`config.mk`:
```
export PLATFORM = sky130hd
export DESIGN_NAME = branch_unit_flat
export DESIGN_NICKNAME = d
export VERILOG_FILES = /design/src/rtl/branch_unit_pkg.sv /design/src/rtl/branch_unit_if.sv /design/src/rtl/branch_unit_cond_eval.sv /design/src/rtl/branch_unit.sv /design/src/flat_wrapper.sv
export SDC_FILE = /design/constraint.sdc
export NUM_CORES = 1
export LEC_CHECK = 0
export CORE_MARGIN = 2
export CORE_UTILIZATION = 35
export DETAILED_ROUTE_END_ITERATION = 8
export GPL_TIMING_DRIVEN = 0
export PLACE_DENSITY = 0.74
export SYNTH_ARGS = -nofsm -noshare
export SYNTH_HDL_FRONTEND = slang
export SYNTH_HIERARCHICAL = 1
export SYNTH_SLANG_ARGS = --single-unit
export TNS_END_PERCENT = 30
```
`constraint.sdc`:
```
create_clock -name clk -period 3.9 [get_ports clk]
set_clock_uncertainty 0.1 [all_clocks]
set_input_delay 0.78 -clock clk [delete_from_list [all_inputs] [get_ports clk]]
set_output_delay 0.78 -clock clk [all_outputs]
set_load 0.01 [all_outputs]
```
`src/rtl/branch_unit_pkg.sv`:
```
// Shared definitions for the branch unit.
// Contents:
//   - Opcode constants (OP_B, OP_BR, OP_PCS, OP_HLT).
//   - Condition-code (ccc) encodings.
//   - RUN/HALT state encoding.
//   - Helper that turns the B-format imm9 into a signed byte offset.
package branch_unit_pkg;

  localparam int unsigned DATA_W = 16;

  localparam logic [3:0] OP_B   = 4'b1100;
  localparam logic [3:0] OP_BR  = 4'b1101;
  localparam logic [3:0] OP_PCS = 4'b1110;
  localparam logic [3:0] OP_HLT = 4'b1111;

  localparam logic [2:0] CC_NE     = 3'b000; // Z=0
  localparam logic [2:0] CC_EQ     = 3'b001; // Z=1
  localparam logic [2:0] CC_GT     = 3'b010; // Z=0 & N=0
  localparam logic [2:0] CC_LT     = 3'b011; // N=1
  localparam logic [2:0] CC_GE     = 3'b100; // Z=1 | (Z=0 & N=0)
  localparam logic [2:0] CC_LE     = 3'b101; // N=1 | Z=1
  localparam logic [2:0] CC_OVF    = 3'b110; // V=1
  localparam logic [2:0] CC_ALWAYS = 3'b111;

  typedef enum logic {
    ST_RUN  = 1'b0,
    ST_HALT = 1'b1
  } bu_state_e;

  // imm9 counts halfwords: sign-extend and scale to a byte offset.
  function automatic logic signed [DATA_W-1:0] b_offset(input logic [8:0] imm9);
    return signed'({{6{imm9[8]}}, imm9, 1'b0});
  endfunction

endpackage

```
`src/rtl/branch_unit_if.sv`:
```
// Bundle of the branch unit's fetch/flag inputs and PC/control outputs.
// Modports:
//   master : core side, drives stall/instr/rs_data/flags, observes PC outputs.
//   slave  : branch unit side.
// Signals:
//   stall           hold request (no architectural update when 1)
//   instr[15:0]     instruction at pc: [15:12] opcode, [11:9] ccc, [8:0] imm9
//   rs_data[15:0]   register source for BR
//   N_Flag/Z_Flag/V_Flag  registered ALU flags
//   pc[15:0]        current PC (registered)
//   pc_plus2[15:0]  pc + 2 (combinational), PCS write-back value
//   taken           current instr is a B/BR whose condition holds
//   flush           one-cycle pulse after a committed taken branch
//   halted          1 while in HALT
interface branch_unit_if;
  import branch_unit_pkg::*;

  logic              stall;
  logic [DATA_W-1:0] instr;
  logic [DATA_W-1:0] rs_data;
  logic              N_Flag;
  logic              Z_Flag;
  logic              V_Flag;
  logic [DATA_W-1:0] pc;
  logic [DATA_W-1:0] pc_plus2;
  logic              taken;
  logic              flush;
  logic              halted;

  modport master (
    output stall, instr, rs_data, N_Flag, Z_Flag, V_Flag,
    input  pc, pc_plus2, taken, flush, halted
  );

  modport slave (
    input  stall, instr, rs_data, N_Flag, Z_Flag, V_Flag,
    output pc, pc_plus2, taken, flush, halted
  );

endinterface

```
`src/rtl/branch_unit_cond_eval.sv`:
```
// Branch condition evaluator (purely combinational).
// Ports:
//   ccc[2:0]   condition code from the instruction
//   n_flag, z_flag, v_flag  ALU flags as presented this cycle
//   cond_true  1 when the selected condition holds
module cond_eval
  import branch_unit_pkg::*;
(
  input  logic [2:0] ccc,
  input  logic       n_flag,
  input  logic       z_flag,
  input  logic       v_flag,
  output logic       cond_true
);

  always_comb begin
    cond_true = 1'b0;
    case (ccc)
      CC_NE:     cond_true = ~z_flag;
      CC_EQ:     cond_true = z_flag;
      CC_GT:     cond_true = ~z_flag & ~n_flag;
      CC_LT:     cond_true = n_flag;
      CC_GE:     cond_true = z_flag | (~z_flag & ~n_flag);
      CC_LE:     cond_true = n_flag | z_flag;
      CC_OVF:    cond_true = v_flag;
      CC_ALWAYS: cond_true = 1'b1;
      default:   cond_true = 1'b0;
    endcase
  end

endmodule

```
`src/rtl/branch_unit.sv`:
```
// Branch unit: owns the PC, the RUN/HALT state and the flush pulse.
// Branch decision is combinational on the current instr/flags; the new PC
// and flush become visible on the following cycle.
// Ports:
//   clk  sole clock (rising edge)
//   rst  synchronous active-high reset; wins over stall, HALT and branches
//   bu   branch_unit_if.slave (see interface for signal list)
// Parameters:
//   RESET_PC  PC loaded on reset
module branch_unit
  import branch_unit_pkg::*;
#(
  parameter logic [DATA_W-1:0] RESET_PC = 16'h0000
) (
  input  logic          clk,
  input  logic          rst,
  branch_unit_if.slave  bu
);

  logic [DATA_W-1:0]        pc_r;
  bu_state_e                state_r;
  logic                     flush_r;

  logic [3:0]               opcode;
  logic [2:0]               ccc;
  logic [8:0]               imm9;
  logic                     is_b;
  logic                     is_br;
  logic                     is_hlt;
  logic                     running;
  logic                     cond_true;
  logic                     taken_c;
  logic [DATA_W-1:0]        pc_plus2_c;
  logic signed [DATA_W-1:0] b_target_s;
  logic [DATA_W-1:0]        target_c;
  logic                     unused_rs_lsb;

  assign opcode = bu.instr[15:12];
  assign ccc    = bu.instr[11:9];
  assign imm9   = bu.instr[8:0];

  assign is_b    = (opcode == OP_B);
  assign is_br   = (opcode == OP_BR);
  assign is_hlt  = (opcode == OP_HLT);
  assign running = (state_r == ST_RUN);

  cond_eval u_cond_eval (
    .ccc       (ccc),
    .n_flag    (bu.N_Flag),
    .z_flag    (bu.Z_Flag),
    .v_flag    (bu.V_Flag),
    .cond_true (cond_true)
  );

  // Decode / target stage (combinational).
  assign pc_plus2_c = pc_r + 16'd2;
  assign b_target_s = signed'(pc_plus2_c) + b_offset(imm9);
  // BR targets are halfword aligned: the register's LSB is discarded.
  assign target_c   = is_br ? {bu.rs_data[DATA_W-1:1], 1'b0} : unsigned'(b_target_s);
  assign taken_c    = running & (is_b | is_br) & cond_true;

  assign unused_rs_lsb = bu.rs_data[0];

  // Commit stage: PC, state and flush update.
  always_ff @(posedge clk) begin
    if (rst) begin
      pc_r    <= RESET_PC;
      state_r <= ST_RUN;
      flush_r <= 1'b0;
    end else begin
      flush_r <= taken_c & ~bu.stall;
      if (running && !bu.stall) begin
        if (is_hlt) begin
          state_r <= ST_HALT;
        end else if (taken_c) begin
          pc_r <= target_c;
        end else begin
          pc_r <= pc_plus2_c;
        end
      end
    end
  end

  assign bu.pc       = pc_r;
  assign bu.pc_plus2 = pc_plus2_c;
  assign bu.taken    = taken_c;
  assign bu.flush    = flush_r;
  assign bu.halted   = (state_r == ST_HALT);

endmodule

```
`src/flat_wrapper.sv`:
```
// flat-port wrapper written by rule: the top's interface ports become plain ports
module branch_unit_flat import branch_unit_pkg::*;
#(
  parameter logic [DATA_W-1:0] RESET_PC = 16'h0000
)
  (clk, rst, bu_stall, bu_instr, bu_rs_data, bu_N_Flag, bu_Z_Flag, bu_V_Flag, bu_pc, bu_pc_plus2, bu_taken, bu_flush, bu_halted);
  branch_unit_if bu_i ();
  input  logic clk;
  input  logic rst;
  input wire logic [$bits(bu_i.stall)-1:0] bu_stall;
  input wire logic [$bits(bu_i.instr)-1:0] bu_instr;
  input wire logic [$bits(bu_i.rs_data)-1:0] bu_rs_data;
  input wire logic [$bits(bu_i.N_Flag)-1:0] bu_N_Flag;
  input wire logic [$bits(bu_i.Z_Flag)-1:0] bu_Z_Flag;
  input wire logic [$bits(bu_i.V_Flag)-1:0] bu_V_Flag;
  output wire logic [$bits(bu_i.pc)-1:0] bu_pc;
  output wire logic [$bits(bu_i.pc_plus2)-1:0] bu_pc_plus2;
  output wire logic [$bits(bu_i.taken)-1:0] bu_taken;
  output wire logic [$bits(bu_i.flush)-1:0] bu_flush;
  output wire logic [$bits(bu_i.halted)-1:0] bu_halted;
  assign bu_i.stall = bu_stall;
  assign bu_i.instr = bu_instr;
  assign bu_i.rs_data = bu_rs_data;
  assign bu_i.N_Flag = bu_N_Flag;
  assign bu_i.Z_Flag = bu_Z_Flag;
  assign bu_i.V_Flag = bu_V_Flag;
  assign bu_pc = bu_i.pc;
  assign bu_pc_plus2 = bu_i.pc_plus2;
  assign bu_taken = bu_i.taken;
  assign bu_flush = bu_i.flush;
  assign bu_halted = bu_i.halted;
  branch_unit #(.RESET_PC(RESET_PC)) u_core (.clk(clk), .rst(rst), .bu(bu_i));
endmodule
```
[Word level (Yosys, flattened, before mapping)]
Index checks and enable logic that the tools add are counted.
Storage, ports and cells
  output and inout bits: 35
  logic and storage cells: 35
  bits in registers: 18
  bits of input ports: 38
Cells by class
  $add $sub $neg: 2
  equal/unequal tests: 10
  bitwise operators: 12
  reductions and logical operators: 5
  multiplexer cells: 3
Operators by type and width (count)
  16-bit two-way mux: 2
  16-bit by 10-bit adder with 16-bit output: 1
  16-bit by 2-bit adder with 16-bit output, second input constant: 1
  3-bit equality test, second input constant: 4
  4-bit equality test, second input constant: 3
  1-bit one-hot mux with 8 select lines: 1
  3-bit by 2-bit equality test with 1-bit output, second input constant: 2
  1-bit inverter: 5
  1-bit bitwise AND: 4
  2-bit AND reduction: 2
  3-bit by 1-bit equality test with 1-bit output, second input constant: 1
  3-bit zero test: 1
  1-bit bitwise OR: 3
  1-bit logical AND: 1
  1-bit zero test: 1

[Depth between registers and ports, before layout]
  word-level depth: 6
  gate-level depth with buffers: 14
  gate-level depth less buffers: 13

[Hierarchy]
Netlist, hierarchy kept.
By module, submodules not included
  branch_unit: seq. area each 340.3 sq um, area each 1884.3 sq um, cells an instance 255, times used 1
  cond_eval: seq. area each 0.0 sq um, area each 76.3 sq um, cells an instance 11, times used 1

[Worst setup path after synthesis]
OpenSTA, ideal clock, no wires.
  kind: flip-flop to flip-flop
  start: reg u_core.pc_r[3], in the netlist u_core/bu.pc[3]
  end: reg u_core.pc_r[15], in the netlist u_core/bu.pc[15]
  stages on the path, launching flop included: 14
  path buffers: 1
  path slack: 0.957 ns
  setup time: 0.123 ns
  data required time: 3.677 ns
  data arrival time: 2.720 ns
  clock period less this slack: 2.943 ns
  cell sequence: dfxtp_1 -> and3_1 -> and3_1 -> buf_6 -> nand3_1 -> xnor2_1 -> ha_1 -> a21oi_1 -> nand2_1 -> o21ai_1 -> o311ai_0 -> a21oi_1 -> xor2_1 -> o22ai_1
On the way
  cells in the longest elaborated chain, start to end: 4
RTL lines
  start, declared: RTL line branch_unit.sv:20  | logic [DATA_W-1:0] pc_r;
  start signal, assigned: RTL line branch_unit.sv:76  | pc_r <= target_c;
  start signal, assigned: RTL line branch_unit.sv:78  | pc_r <= pc_plus2_c;
  16-bit by 2-bit adder with 16-bit output: RTL line branch_unit.sv:56  | assign pc_plus2_c = pc_r + 16'd2;
  via bu_pc_plus2[8]: RTL line flat_wrapper.sv:17  | output wire logic [$bits(bu_i.pc_plus2)-1:0] bu_pc_plus2;
  16-bit by 10-bit adder with 16-bit output: RTL line branch_unit.sv:57  | assign b_target_s = signed'(pc_plus2_c) + b_offset(imm9);
  16-bit two-way mux: RTL line branch_unit.sv:59  | assign target_c = is_br ? {bu.rs_data[DATA_W-1:1], 1'b0} : unsigned'(b_target_s);
  16-bit two-way mux: RTL line branch_unit.sv:75  | end else if (taken_c) begin
The timed path passes the listed nets, and every way through them passes these cells.
A chain may end at the register's enable or synchronous reset.

[Final worst setup path]
  start: in bu_instr[10]
  end: out bu_taken
On the way
  cells in the longest elaborated chain, start to end: 3
  elaborated cells on any way between the ends: 10
  those cells by class: 7 x eq/ne; 1 x mux; 1 x bitwise; 1 x reduce/logical
RTL lines
  start, declared: RTL line flat_wrapper.sv:11  | input wire logic [$bits(bu_i.instr)-1:0] bu_instr;
  3-bit equality test, or another cell as far along: RTL line branch_unit_cond_eval.sv:18  | case (ccc)
  1-bit one-hot mux with 8 select lines (*): RTL line branch_unit_cond_eval.sv:18
  via u_core.cond_true: RTL line branch_unit.sv:31  | logic cond_true;
  1-bit bitwise AND (*): RTL line branch_unit.sv:60  | assign taken_c = running & (is_b | is_br) & cond_true;
  end, declared: RTL line flat_wrapper.sv:18  | output wire logic [$bits(bu_i.taken)-1:0] bu_taken;
Mark *: on every way through the listed nets, which the timed path passes. The rest lies on a longest branch.

==> run summary <==
The initial utilization of the core area, before any placement, comes to 35.83%. The area of the die is ~6200 µm². Once layout is complete, the cells apart from fillers number 411.

The number of antenna violations at the first check in global routing is 0. The worst setup path is launched from a primary input. The met1 track demand over resource in global routing came out at 25.47%. The via count of the first global-routing pass came out at 2128. The core region area came out at 5473 µm². Summing all multi-input logic gate instances after layout gives 1533 µm².

The path with the worst hold slack has its endpoint at u_core/bu.pc[2]. Among all flip-flop cells after synthesis, the most frequent one is sky130_fd_sc_hd__dfxtp_1. The minimum clock period after layout is 3.463 ns. Dividing the detail-routed wire length by the instance count gives 14.51 µm.

The number of enable-type register cells in the synthesized netlist is 0. The share of final-layout standard cells stronger than drive strength 1 came out at between 5 and 6%. From bottom edge to top edge, the die measures about 79 µm. TritonCTS built the clock tree.

Summing every instance area after synthesis gives a little under 2000 µm². The number of standard cells after synthesis came out at 266. The antenna cell count is 0. The critical hold path startpoint is u_core/bu.pc[2].

The required arrival time at the worst endpoint is 3.02 ns. By count the netlist is led by sky130_fd_sc_hd__nand2_1 (32), sky130_fd_sc_hd__nor2_1 (25), sky130_fd_sc_hd__a21oi_1 (24), sky130_fd_sc_hd__o21ai_0 (24), sky130_fd_sc_hd__ha_1 (18). The distinct cell type count after synthesis came out at 56. The number of warnings printed during yosys synthesis came out at 6. The via density per instance is roughly 5.4. The clock reaches the later pin of the worst-skew pair after 0.25 ns. The detailed router finished its first iteration with 127 violations. Hold repair after CTS inserted 0 buffers.

The cell accounting for the most synthesized area is sky130_fd_sc_hd__dfxtp_1. The final count of pins violating max slew was 0. For the pin with the worst max-slew slack, the measured transition is 0.5027 ns. The number of cell instances on the worst register-to-register path came out at 13. Compared with the post-synthesis result, the final layout area differs by 42.57%.

The count of max-cap constraint violations is 0. The clock transition at the register clock pins on the worst setup and hold paths after CTS is 0.07 ns. The cell count of the worst hold path is 2.

The worst register-to-register path ends at u_core/bu.pc[15]. The largest driver fanout on the critical path came out at 17. The final setup violation count came out at 0. The type of element capturing the critical path is an output pin. The filler cells instantiated in the layout total 570.

The worst register-to-register path begins at u_core/bu.pc[3]. The post-CTS repair timing setup buffer count came out at 0. The DRC violation count after routing came out at 0. The post-route worst hold slack came out at 0.4199 ns.

The most frequently used cell type in the post-synthesis netlist is sky130_fd_sc_hd__nand2_1. The largest net degree at the start of global routing is 18. The timing-limited maximum frequency is 0.2887 GHz.

The global-route track usage on met3 came out at about 2.7%. For this block, the via count after detailed routing is 2232. The number of I/O port buffers is 69.

The power per standard cell area came out at roughly 190 nW/µm². The number of clock sinks seen by CTS is 17. Setup repair after global routing left no endpoint under its margin. The width of the chip is 78.85 µm. The mean cell area of the mapped netlist came out at 7.371 µm². The number of iterations in the first detailed-routing pass came out at 4. The number of buffers created by CTS came out at 3.

The wire length after detailed routing is between 5000 and 6000 µm. The cell count after placement came out at about 400. The global routing met2 resource utilization is between 30% and 40%.

At the end of the flow the core is filled with cells to 51.07%. The most used routing layer is met2. The total area of sequential cells came out at 340.3 µm². The hold violation count in the final report came out at 0. The floorplan row count came out at 27. The post-detailed-placement half-perimeter wirelength came out at 4723 µm.

The total number of nets in the final design is 397. The global-route usage over all layers is 19.11%. The number of flip-flops and latches in the synthesized netlist is 17. The register-to-register path setup slack came out at 0.71 ns. In this run the number of H-tree levels came out at 1. The flow ran to the end, and the final reports show no timing, DRC or antenna violations. The post-synthesis async set-or-reset flop share came out at 0%. During I/O placement, the number of pins put on the boundary was between 70 and 80.

The global placer's final weighted congestion is ~0.82. The sequential-to-total area share from yosys stat is about 17%. The worst slew slack as a fraction of its limit came out at 66.49%. The type of the tightest min-delay check is reg2reg. The fraction of post-synthesis cell area in the top cell type by area is 17.36%.

The first global-routing pass estimated roughly 9700 µm of wire. The category of the critical setup timing path is in2out. The detail route stage leaves a number of antenna-violating nets equal to 0.

The leakage power summed over all cells came out at 1.156 nW. In the post-synthesis netlist, the biggest area contributors are sky130_fd_sc_hd__dfxtp_1 (17%), sky130_fd_sc_hd__ha_1 (11%), sky130_fd_sc_hd__xnor2_1 (6.7%), sky130_fd_sc_hd__a21oi_1 (6.1%), sky130_fd_sc_hd__o21ai_0 (6.1%). In this run the clock root is driven by a sky130_fd_sc_hd__clkbuf_8.

The clock tree buffer depth is 2. STA puts the critical path data arrival time at 2.58 ns. The aggregate global routing overflow came out at 0. The worst supply voltage drop on vdd is approximately 0.12 mV. The fraction of the cycle the final worst path needs is about nine tenths.
## sequential cells by signal (all words and copies together) (netlist names)
register	cells
u_core/bu.pc	15
u_core/bu.flush	1
u_core/bu.halted	1
## cell usage in the layout (no fill, tap or decap), types with 5 or more instances in the layout
| cell type | instances |
|---|---|
| sky130_fd_sc_hd__clkbuf_1 | 5 |
| sky130_fd_sc_hd__o21ai_0 | 24 |
| sky130_fd_sc_hd__a21o_1 | 5 |
| sky130_fd_sc_hd__a21oi_1 | 24 |
| sky130_fd_sc_hd__nor3_1 | 7 |
| sky130_fd_sc_hd__nand2_1 | 32 |
| sky130_fd_sc_hd__dfxtp_1 | 17 |
| sky130_fd_sc_hd__o211ai_1 | 5 |
| sky130_fd_sc_hd__inv_1 | 7 |
| sky130_fd_sc_hd__xnor2_1 | 15 |
| sky130_fd_sc_hd__ha_1 | 18 |
| sky130_fd_sc_hd__nor2_1 | 25 |
| sky130_fd_sc_hd__nand3_1 | 8 |
| sky130_fd_sc_hd__clkdlybuf4s50_1 | 67 |
| sky130_fd_sc_hd__xor2_1 | 9 |
## worst max-delay path by stage
| stage | slack, ns | to | depth (start not counted) | start |
|---|---|---|---|---|
| finish | 0.44 | bu_taken | 10 | bu_instr[10] |
| global route | 0.33 | bu_taken | 10 | bu_instr[11] |
| CTS | 0.04 | bu_taken | 10 | bu_instr[9] |
| detailed placement | -0.21 | bu_taken | 11 | bu_instr[9] |
| global placement | -0.21 | bu_taken | 11 | bu_instr[9] |
| floorplan | 0.96 | u_core/bu.pc[15] | 13 | u_core/bu.pc[3] |
## stage by stage
| stage | setup slack [ns] | instance area, µm² | total power [W] | TNS [ns] |
|---|---|---|---|---|
| after floorplan | 0.9567 | 1964 | 0.0003013 | 0 |
| after global placement | -0.2097 | 2745 | 0.0003914 | -0.2097 |
| after detailed placement | -0.2070 | 2745 | 0.0003952 | -0.2070 |
| after CTS | 0.04017 | 2790 | 0.0005292 | 0 |
| after global routing | 0.3270 | 2795 | 0.0005595 | 0 |
| final | 0.4366 | 2795 | 0.0005283 | 0 |
## layout make-up
type,count,share of cell area (%)
Timing Repair Buffer,69,24.89
Buffer,10,2.014
Multi-Input combinational cell,231,54.83
Tap cell,72,3.223
Sequential cell,17,12.18
Inverter,8,1.253
Clock buffer,4,1.611
## where the power goes
part	switching, W	internal [W]	leakage [nW]
combinational	0.0000991	0.000106	0.996
sequential	0.00000961	0.000179	0.138
clock	0.0000618	0.0000725	0.0228
## critical path, cell delays in order
cell and delay, ns:
sky130_fd_sc_hd__clkdlybuf4s50_1 0.52, sky130_fd_sc_hd__nand2_1 0.08, sky130_fd_sc_hd__mux2i_1 0.12, sky130_fd_sc_hd__a21oi_1 0.12, sky130_fd_sc_hd__o21a_1 0.12, sky130_fd_sc_hd__nand2b_1 0.05, sky130_fd_sc_hd__or3_1 0.29, sky130_fd_sc_hd__buf_2 0.17
sky130_fd_sc_hd__clkinv_4 0.13, sky130_fd_sc_hd__dlymetal6s2s_1 0.17
## layer usage
layer | routed length, µm | vias to the layer above
met5 | 0 | -
li1 | - | 1117
met4 | 60 | 0
met2 | 2760 | 83
met1 | 2756 | 1026
met3 | 387 | 6
## cell families (layout without fill, tap and decap cells)
group | Yosys count | after routing | share of synthesized area [%]
multiplexers | 2 | 2 | 1.021
adder cells (fa/ha/maj) | 19 | 19 | 12.51
XOR/XNOR | 25 | 25 | 11.55
buffers and inverters | 19 | 91 | 4.658
AND/OR/NAND/NOR | 95 | 95 | 24.06
other | 1 | 2 | 0.1913
flip-flops | 17 | 17 | 17.36
AO/OA/AOI/OAI | 88 | 88 | 28.66
## repair_timing
item | 4_1_cts | 5_1_grt
cloned | 0 | 0
resized for setup | 2 | 2
setup endpoints to repair | 1 | 1
endpoints found under the hold margin | 0 | 0
Power figures use the tool's default switching activity.
==> RTL edit: new RTL, config.mk and constraints unchanged <==
Make the reset (`rst`) asynchronous in one clocked block. Comments in the files are not updated.
--- a/src/rtl/branch_unit.sv
+++ b/src/rtl/branch_unit.sv
@@ -63,5 +63,5 @@
 
   // Commit stage: PC, state and flush update.
-  always_ff @(posedge clk) begin
+  always_ff @(posedge clk or posedge rst) begin
     if (rst) begin
       pc_r    <= RESET_PC;
Function: differs if rst is asserted again (counterexample within 4 cycles, from zero or initial values and one cycle with rst high); with rst held inactive, the same outputs for 10 cycles.
==> RTL edit against the original RTL <==
Wire length is 2.7% higher; design area is 2.3% higher; area after synthesis is 3.0% higher; worst setup slack worse by 0.12 ns; sequential cell count stayed put; die area is 2.8% higher; largest cell class unchanged.
Power is left out: it rests on default switching activity, and per cell area and clock period it moved more than threefold.
==> RTL edit: results (changes against the original RTL) <==
R2R setup slack = 0.34 ns (was 0.71 ns)
CP Launch Point = bu_instr[0] (was bu_instr[10])
Non-clock buffering overhead = 25.9% (was 26.9%)
setup bufs post-CTS = 1 (was 0)
sequential area share after synthesis = 21.1% (was 17.4%)
placed cell areas = 0.00280 sq mm (was 0.00275 sq mm)
layout cells sized above 1 = 5.64% (was 5.60%)
status = completed (unchanged)
DR iter-0 viols = 97 (was 127)
Critical R2R Launch = u_core/bu.pc[3]$_DFFE_PP0P_ (was u_core/bu.pc[3]$_SDFFE_PP0P_)
gpl congestion = 0.847 (was 0.823)
critical path arrival = 3.65 ns (was 2.58 ns)
Yosys cell types = 51 (was 56)
Tmin final = 3.58 ns (was 3.46 ns)
final WL = 6.13 mm (was 5.96 mm)
Clock buf/inv share = 1.71% (was 1.61%)
CP max stage cell = a2111oi_2 (was clkdlybuf4s50_1)
register area = 425 sq um (was 340 sq um)
Worst-Margin Slew = 1.17 ns (was 0.503 ns)
num sequential = 17 (unchanged)
Via density = 5.52 (was 5.43)
beginning of the worst hold path = u_core/bu.pc[2]$_DFFE_PP0P_ (was u_core/bu.pc[2]$_SDFFE_PP0P_)
Seq area share = 14.9% (was 12.2%)
ys flop type = dfrtp_1 (was dfxtp_1)
global-route wire length before repair = 10.1 mm (was 9.69 mm)
Worst path top cell family by delay = compound AO/OA/AOI/OAI gates (was buffers and inverters)
[RTL edit: cell types whose count changed in the layout (fill, tap and decap cells not counted), sizes merged, moves of 4 or more]
cell and delta:
nor2 -10, dfxtp -17, dfrtp +17, and4 +4, a31oi +4, xor2 -4
a21oi +4, inv +7, nand2 -5
[RTL edit: kinds of logic (layout without fill, tap and decap cells)]
logic type	after synthesis	count (layout)	share of synthesized area, %
flip-flops	17	17	21.1
AND/OR/NAND/NOR	87	87	22.2
buffers and inverters	26	98	5.27
adder cells (fa/ha/maj)	19	19	12.1
multiplexers	4	4	1.98
other	1	2	0.186
AO/OA/AOI/OAI	89	89	27.6
XOR/XNOR	21	21	9.48
[RTL edit: routing by layer]
layer | vias up | track usage [%] | routed length (microns)
met5 | - | 0 | 0
met4 | 0 | 3.90 | 36
met3 | 6 | 3.73 | 483
met2 | 99 | 32.0 | 2790
met1 | 1051 | 27.6 | 2820
li1 | 1102 | - | -
